### config.mk
export PLATFORM = sky130hd
export DESIGN_NAME = bp_be_stride_prefetch_gen
export DESIGN_NICKNAME = d
export VERILOG_FILES = /design/src/rtl/bp_be_stride_prefetch_gen.sv
export SDC_FILE = /design/constraint.sdc
export NUM_CORES = 1
export LEC_CHECK = 0
export BUFFER_PORTS_ARGS = -buffer_cell sky130_fd_sc_hd__clkbuf_2
export CAP_MARGIN = 20
export CORE_MARGIN = 2
export CORE_UTILIZATION = 35
export CTS_CLUSTER_DIAMETER = 50
export DETAILED_ROUTE_END_ITERATION = 16
export GPL_ROUTABILITY_DRIVEN = 0
export SLEW_MARGIN = 20
export SYNTH_ARGS = -nofsm -noshare
export SYNTH_HDL_FRONTEND = slang
export SYNTH_SLANG_ARGS = --single-unit
export TNS_END_PERCENT = 100
### constraint.sdc
create_clock -name clk_i -period 17.6 [get_ports clk_i]
set_clock_uncertainty 0.05 [all_clocks]
set_input_delay 3.52 -clock clk_i [delete_from_list [all_inputs] [get_ports clk_i]]
set_output_delay 3.52 -clock clk_i [all_outputs]
set_load 0.05 [all_outputs]
### src/rtl/bp_be_stride_prefetch_gen.sv
// bp_be_stride_prefetch_gen: expands start/confirm stride-discovery events (base, stride) into line-aligned prefetch vaddrs on a valid/yumi port; flush_i clears queued and active work; idle_o and a saturating drop_count_o report status
module bp_be_stride_prefetch_gen #(
  parameter int vaddr_width_p = 39,
  parameter int stride_width_p = 8,
  parameter int block_offset_width_p = 6,
  parameter int fifo_els_p = 4,
  parameter int prefetch_degree_p = 2
) (
  input  logic                      clk_i,
  input  logic                      reset_n_i,
  input  logic                      start_discovery_i,
  input  logic                      confirm_discovery_i,
  input  logic [vaddr_width_p-1:0]  base_addr_i,
  input  logic [stride_width_p-1:0] stride_i,
  input  logic                      flush_i,
  output logic                      pf_v_o,
  output logic [vaddr_width_p-1:0]  pf_vaddr_o,
  input  logic                      pf_yumi_i,
  output logic                      idle_o,
  output logic [7:0]                drop_count_o
);
  localparam int aw = $clog2(fifo_els_p);
  typedef struct packed {
    logic [vaddr_width_p-1:0] base;
    logic [vaddr_width_p-1:0] stride;
    logic [2:0]               deg;
  } cmd_s;
  typedef enum logic [1:0] {IDLE, LOAD, GEN} state_e;
  state_e state, state_n;
  cmd_s mem [fifo_els_p];
  cmd_s cur, cmd_in;
  logic [aw:0] wp, rp;
  logic [vaddr_width_p-1:0] addr_r, last_r, cand;
  logic [2:0] k_r;
  logic empty, full, enq_req, enq, drop, adv, pop;
  function automatic logic [vaddr_width_p-1:0] line(input logic [vaddr_width_p-1:0] a);
    return {a[vaddr_width_p-1:block_offset_width_p], {block_offset_width_p{1'b0}}};
  endfunction
  always_comb begin
    empty = wp == rp;
    full = (wp[aw] != rp[aw]) && (wp[aw-1:0] == rp[aw-1:0]);
    enq_req = (start_discovery_i || confirm_discovery_i) && stride_i != '0 && !flush_i;
    enq = enq_req && !full;
    drop = enq_req && full;
    cmd_in.base = base_addr_i;
    cmd_in.stride = {{(vaddr_width_p-stride_width_p){stride_i[stride_width_p-1]}}, stride_i};
    cmd_in.deg = confirm_discovery_i ? 3'(prefetch_degree_p) : 3'd1;
    cand = line(addr_r);
    pf_v_o = state == GEN && cand != last_r;
    pf_vaddr_o = pf_v_o ? cand : '0;
    adv = state == GEN && (cand == last_r || pf_yumi_i);
    pop = !flush_i && !empty && (state == IDLE || (adv && k_r == 3'd1));
    state_n = flush_i ? IDLE
            : pop ? LOAD
            : state == LOAD ? GEN
            : (adv && k_r == 3'd1) ? IDLE
            : state;
    idle_o = empty && state == IDLE && !pf_v_o;
  end
  always_ff @(posedge clk_i)
    if (enq) mem[wp[aw-1:0]] <= cmd_in;
  always_ff @(posedge clk_i or negedge reset_n_i)
    if (!reset_n_i) begin
      state <= IDLE;
      wp <= '0;
      rp <= '0;
      cur <= '0;
      addr_r <= '0;
      last_r <= '0;
      k_r <= '0;
      drop_count_o <= '0;
    end else begin
      state <= state_n;
      wp <= wp + (aw+1)'(enq);
      rp <= flush_i ? wp : rp + (aw+1)'(pop);
      if (pop) cur <= mem[rp[aw-1:0]];
      if (state == LOAD) begin
        addr_r <= cur.base + cur.stride;
        last_r <= line(cur.base);
        k_r <= cur.deg;
      end else if (adv) begin
        addr_r <= addr_r + cur.stride;
        k_r <= k_r - 3'd1;
        if (pf_v_o) last_r <= cand;
      end
      if (drop && drop_count_o != 8'hff) drop_count_o <= drop_count_o + 8'd1;
    end
endmodule

==> results.yml <==
clocking:
  cts.sinks: 336
  htree_levels: 2
  cts_resized: 0
  cts_setup_buffers: 0
  clock_path_buffers: 3
  holdBufCountCts: 0
  path_clk_slew_ps: 60
  cts_root_buffer: "clkbuf_16"
  cts_tree: "built"
  clk_latency_ps: 530
  numCtsBuffers: 40
min_path:
  hold_path_class: "reg -> reg"
logic_synthesis:
  synth-async-reset-ratio_pct: 41.7
  synthMuxAreaShare_pct: 14.4
  yosysWarnings: 0
  synthFlopType: "edfxtp_1"
  ys_types: 64
  netlist_instances: 1161
  synthAdderAreaFrac_pct: 3.69
  netlist_area_sq_um: 15800
  synth_top_family_by_area: "multiplexers"
  ys_seq_area_share_pct: 59.4
  synth_seq_cells: 336
  synth_compound_area_share_pct: 6.31
  syn_avg_cell_area_sq_um: 13.6
  synthSimpleGateAreaFrac_pct: 9.89
  synth_edf_count: 196
  synth-xor-area-share_pct: 4.32
floorplanning:
  fp.dieW_um: 217
  die_y_um: 217
  die-area_sq_um: 46900
  rows: 77
  initial_core_util_pct: 35.6
  pin_count: 102
  fp.coreArea_sq_um: 44400
cells_and_area:
  final_area_sq_um: 18200
  nets: 1358
  final_core_util_pct: 40.9
  final.fill_count: 4073
  area_delta_synth_final_pct: 14.9
  drive_gt1_share_pct: 25.4
  n_antenna_cell: 0
critical_path:
  cp_max_fo: 22
  critPathArrivalTime_ps: 3020
  slowest_delay_ps: 480
  cp-start-kind: "flip-flop"
  crit_chain: "xor2_1, nor4_1, nand4_1, nor3_2, nor2b_2, buf_4, and2_1, clkbuf_2"
  required_ps: 14030
  end_kind: "primary output"
  slowest_stage: "dfrtp_1"
  worstSetupPathType: "reg -> out"
sta:
  fmax_ghz: 0.152
  timing.hold.ws_ps: 418
  grt_setup_unrepaired: "no"
  period_share_pct: 37.5
  layout_min_cycle_time_ps: 6590
  hold_viol: 0
  slew_headroom_pct: 31.6
  slew_violations: 0
  tns_ps: 0
  tightest_slew_ps: 1030
  setup_violations: 0
power_and_ir_drop:
  intPower_uw: 2400
  vdd_drop_max_uv: 92.9
  leakagePower_uw: 0.00738
  switching_share_pct: 39.5
  power_switching_uw: 1570
  seq_power_share_pct: 31.9
  pwr_density_cell_nw_per_um2: 219
  combinationalPowerShare_pct: 48.3
  clock_power_share_pct: 19.8
routing:
  post_drt_wl_per_cell_um: 18.6
  vias_per_cell: 4.94
  first_iter_violations: 491
  wirelength_um: 34900
  firstDrtPassIters: 5
  drc: 0
  antenna_left: 0
  vias: 9289
place:
  io_buffers: 95
  place_area_sq_um: 16900
  hpwl_um: 23100
global_routing:
  antenna_found_initial: 2
  grt_pass1_vias: 9601
  grt_start_max_net_pins: 88
  overflow: 0
  grt_first_pass_wirelength_um: 55200
  grt_usage_pct: 15.1
job:
  drv_cap: 0
status:
  status: "finished clean"
-- synthesized netlist by cell type (all sizes together) (16+ instances only) --
master	count	share of area [%]
mux4	49	7.0
dfrtp	140	22
xnor2	23	1.3
o21ai	32	1.0
xor2	55	3.0
nand2	180	4.3
clkbuf	40	0.95
a21oi	53	1.7
nor2	51	1.2
and2	38	1.5
edfxtp	196	37
buf	16	0.86
mux2	84	7.1
a21o	17	0.81
ha	45	3.6
-- per-stage QoR --
stage,power [uW],instances,setup slack (ps)
6_report,3980,1880,11010
5_1_grt,4260,1880,10820
4_1_cts,4020,1880,10920
3_5_place_dp,3210,1809,11450
3_3_place_gp,3180,1809,11480
2_1_floorplan,2750,1166,8370
-- metal layers --
layer	up-vias	wire [um]	global-route usage [%]
met2	167	17100	25.5
met1	4628	16000	20.4
met4	0	673	4.16
met3	48	1210	2.32
li1	4446	-	-
met5	-	0	0
-- sequential cells by signal, summed over array words and instances, names as in the netlist --
| signal | cells |
|---|---|
| last_r | 33 |
| k_r | 3 |
| cur | 49 |
| drop_count_o | 8 |
| rp | 3 |
| state | 2 |
| addr_r | 39 |
| mem | 196 |
| wp | 3 |
-- layout by cell type (no fill, tap or decap), types with 36 or more instances in the layout --
cell and count:
dfrtp_1 138, edfxtp_1 196, xor2_1 55, clkbuf_2 94, mux2_4 48, nor2_1 48
clkbuf_16 41, a21oi_1 52, nand2_1 180, mux2_2 36, mux4_2 49, and2_1 38
ha_1 45
-- kinds of logic after synthesis --
kind of cell               count (synthesis)
and+or+nand+nor                          341
muxes                                    137
buffers and inverters                     66
other                                      1
AOI/OAI and AO/OA                        156
DFF                                      336
adders and majority gates                 46
xor gates and xnor gates                  78
-- worst paths after layout --
path / startpoint / endpoint / slack, ps / depth (start not counted)
setup / recovery: addr_r[38] / pf_vaddr_o[21] / 11010 / 8
hold / removal: addr_r[0] / addr_r[0] / 420 / 2
setup reg to reg: state[1] / addr_r[35] / 13180 / 14
hold reg to reg: addr_r[0] / addr_r[0] / 420 / 2
max in group asynchronous: reset_n_i / cur[71] / 13260 / 2
min in group asynchronous: reset_n_i / drop_count_o[1] / 2980 / 1
-- power by group through the flow --
stage	sequential, uW	combinational, uW	clock, uW
finish	1270	1920	788
global route	1300	2130	837
CTS	1270	1940	808
detailed placement	1290	1920	0
global placement	1270	1910	0
floorplan	1230	1520	0
-- area by class of cell --
class                      count  area, sq um  area share [%]
sequential                   336         9390            51.7
multi-input combinational    764         6170            33.9
clock buffer                  53         1120            6.17
tap                          592          741            4.07
timing repair buffer         107          572            3.15
clock inverter                18          148           0.812
inverter                      10         37.5           0.206
-- critical path, delay by kind of cell (launching register included) --
kind,cells,cell delay (ps)
and+or+nand+nor,5,1250
buffers and inverters,2,530
xor gates and xnor gates,1,230
DFF,1,480
Power figures use the tool's default switching activity.
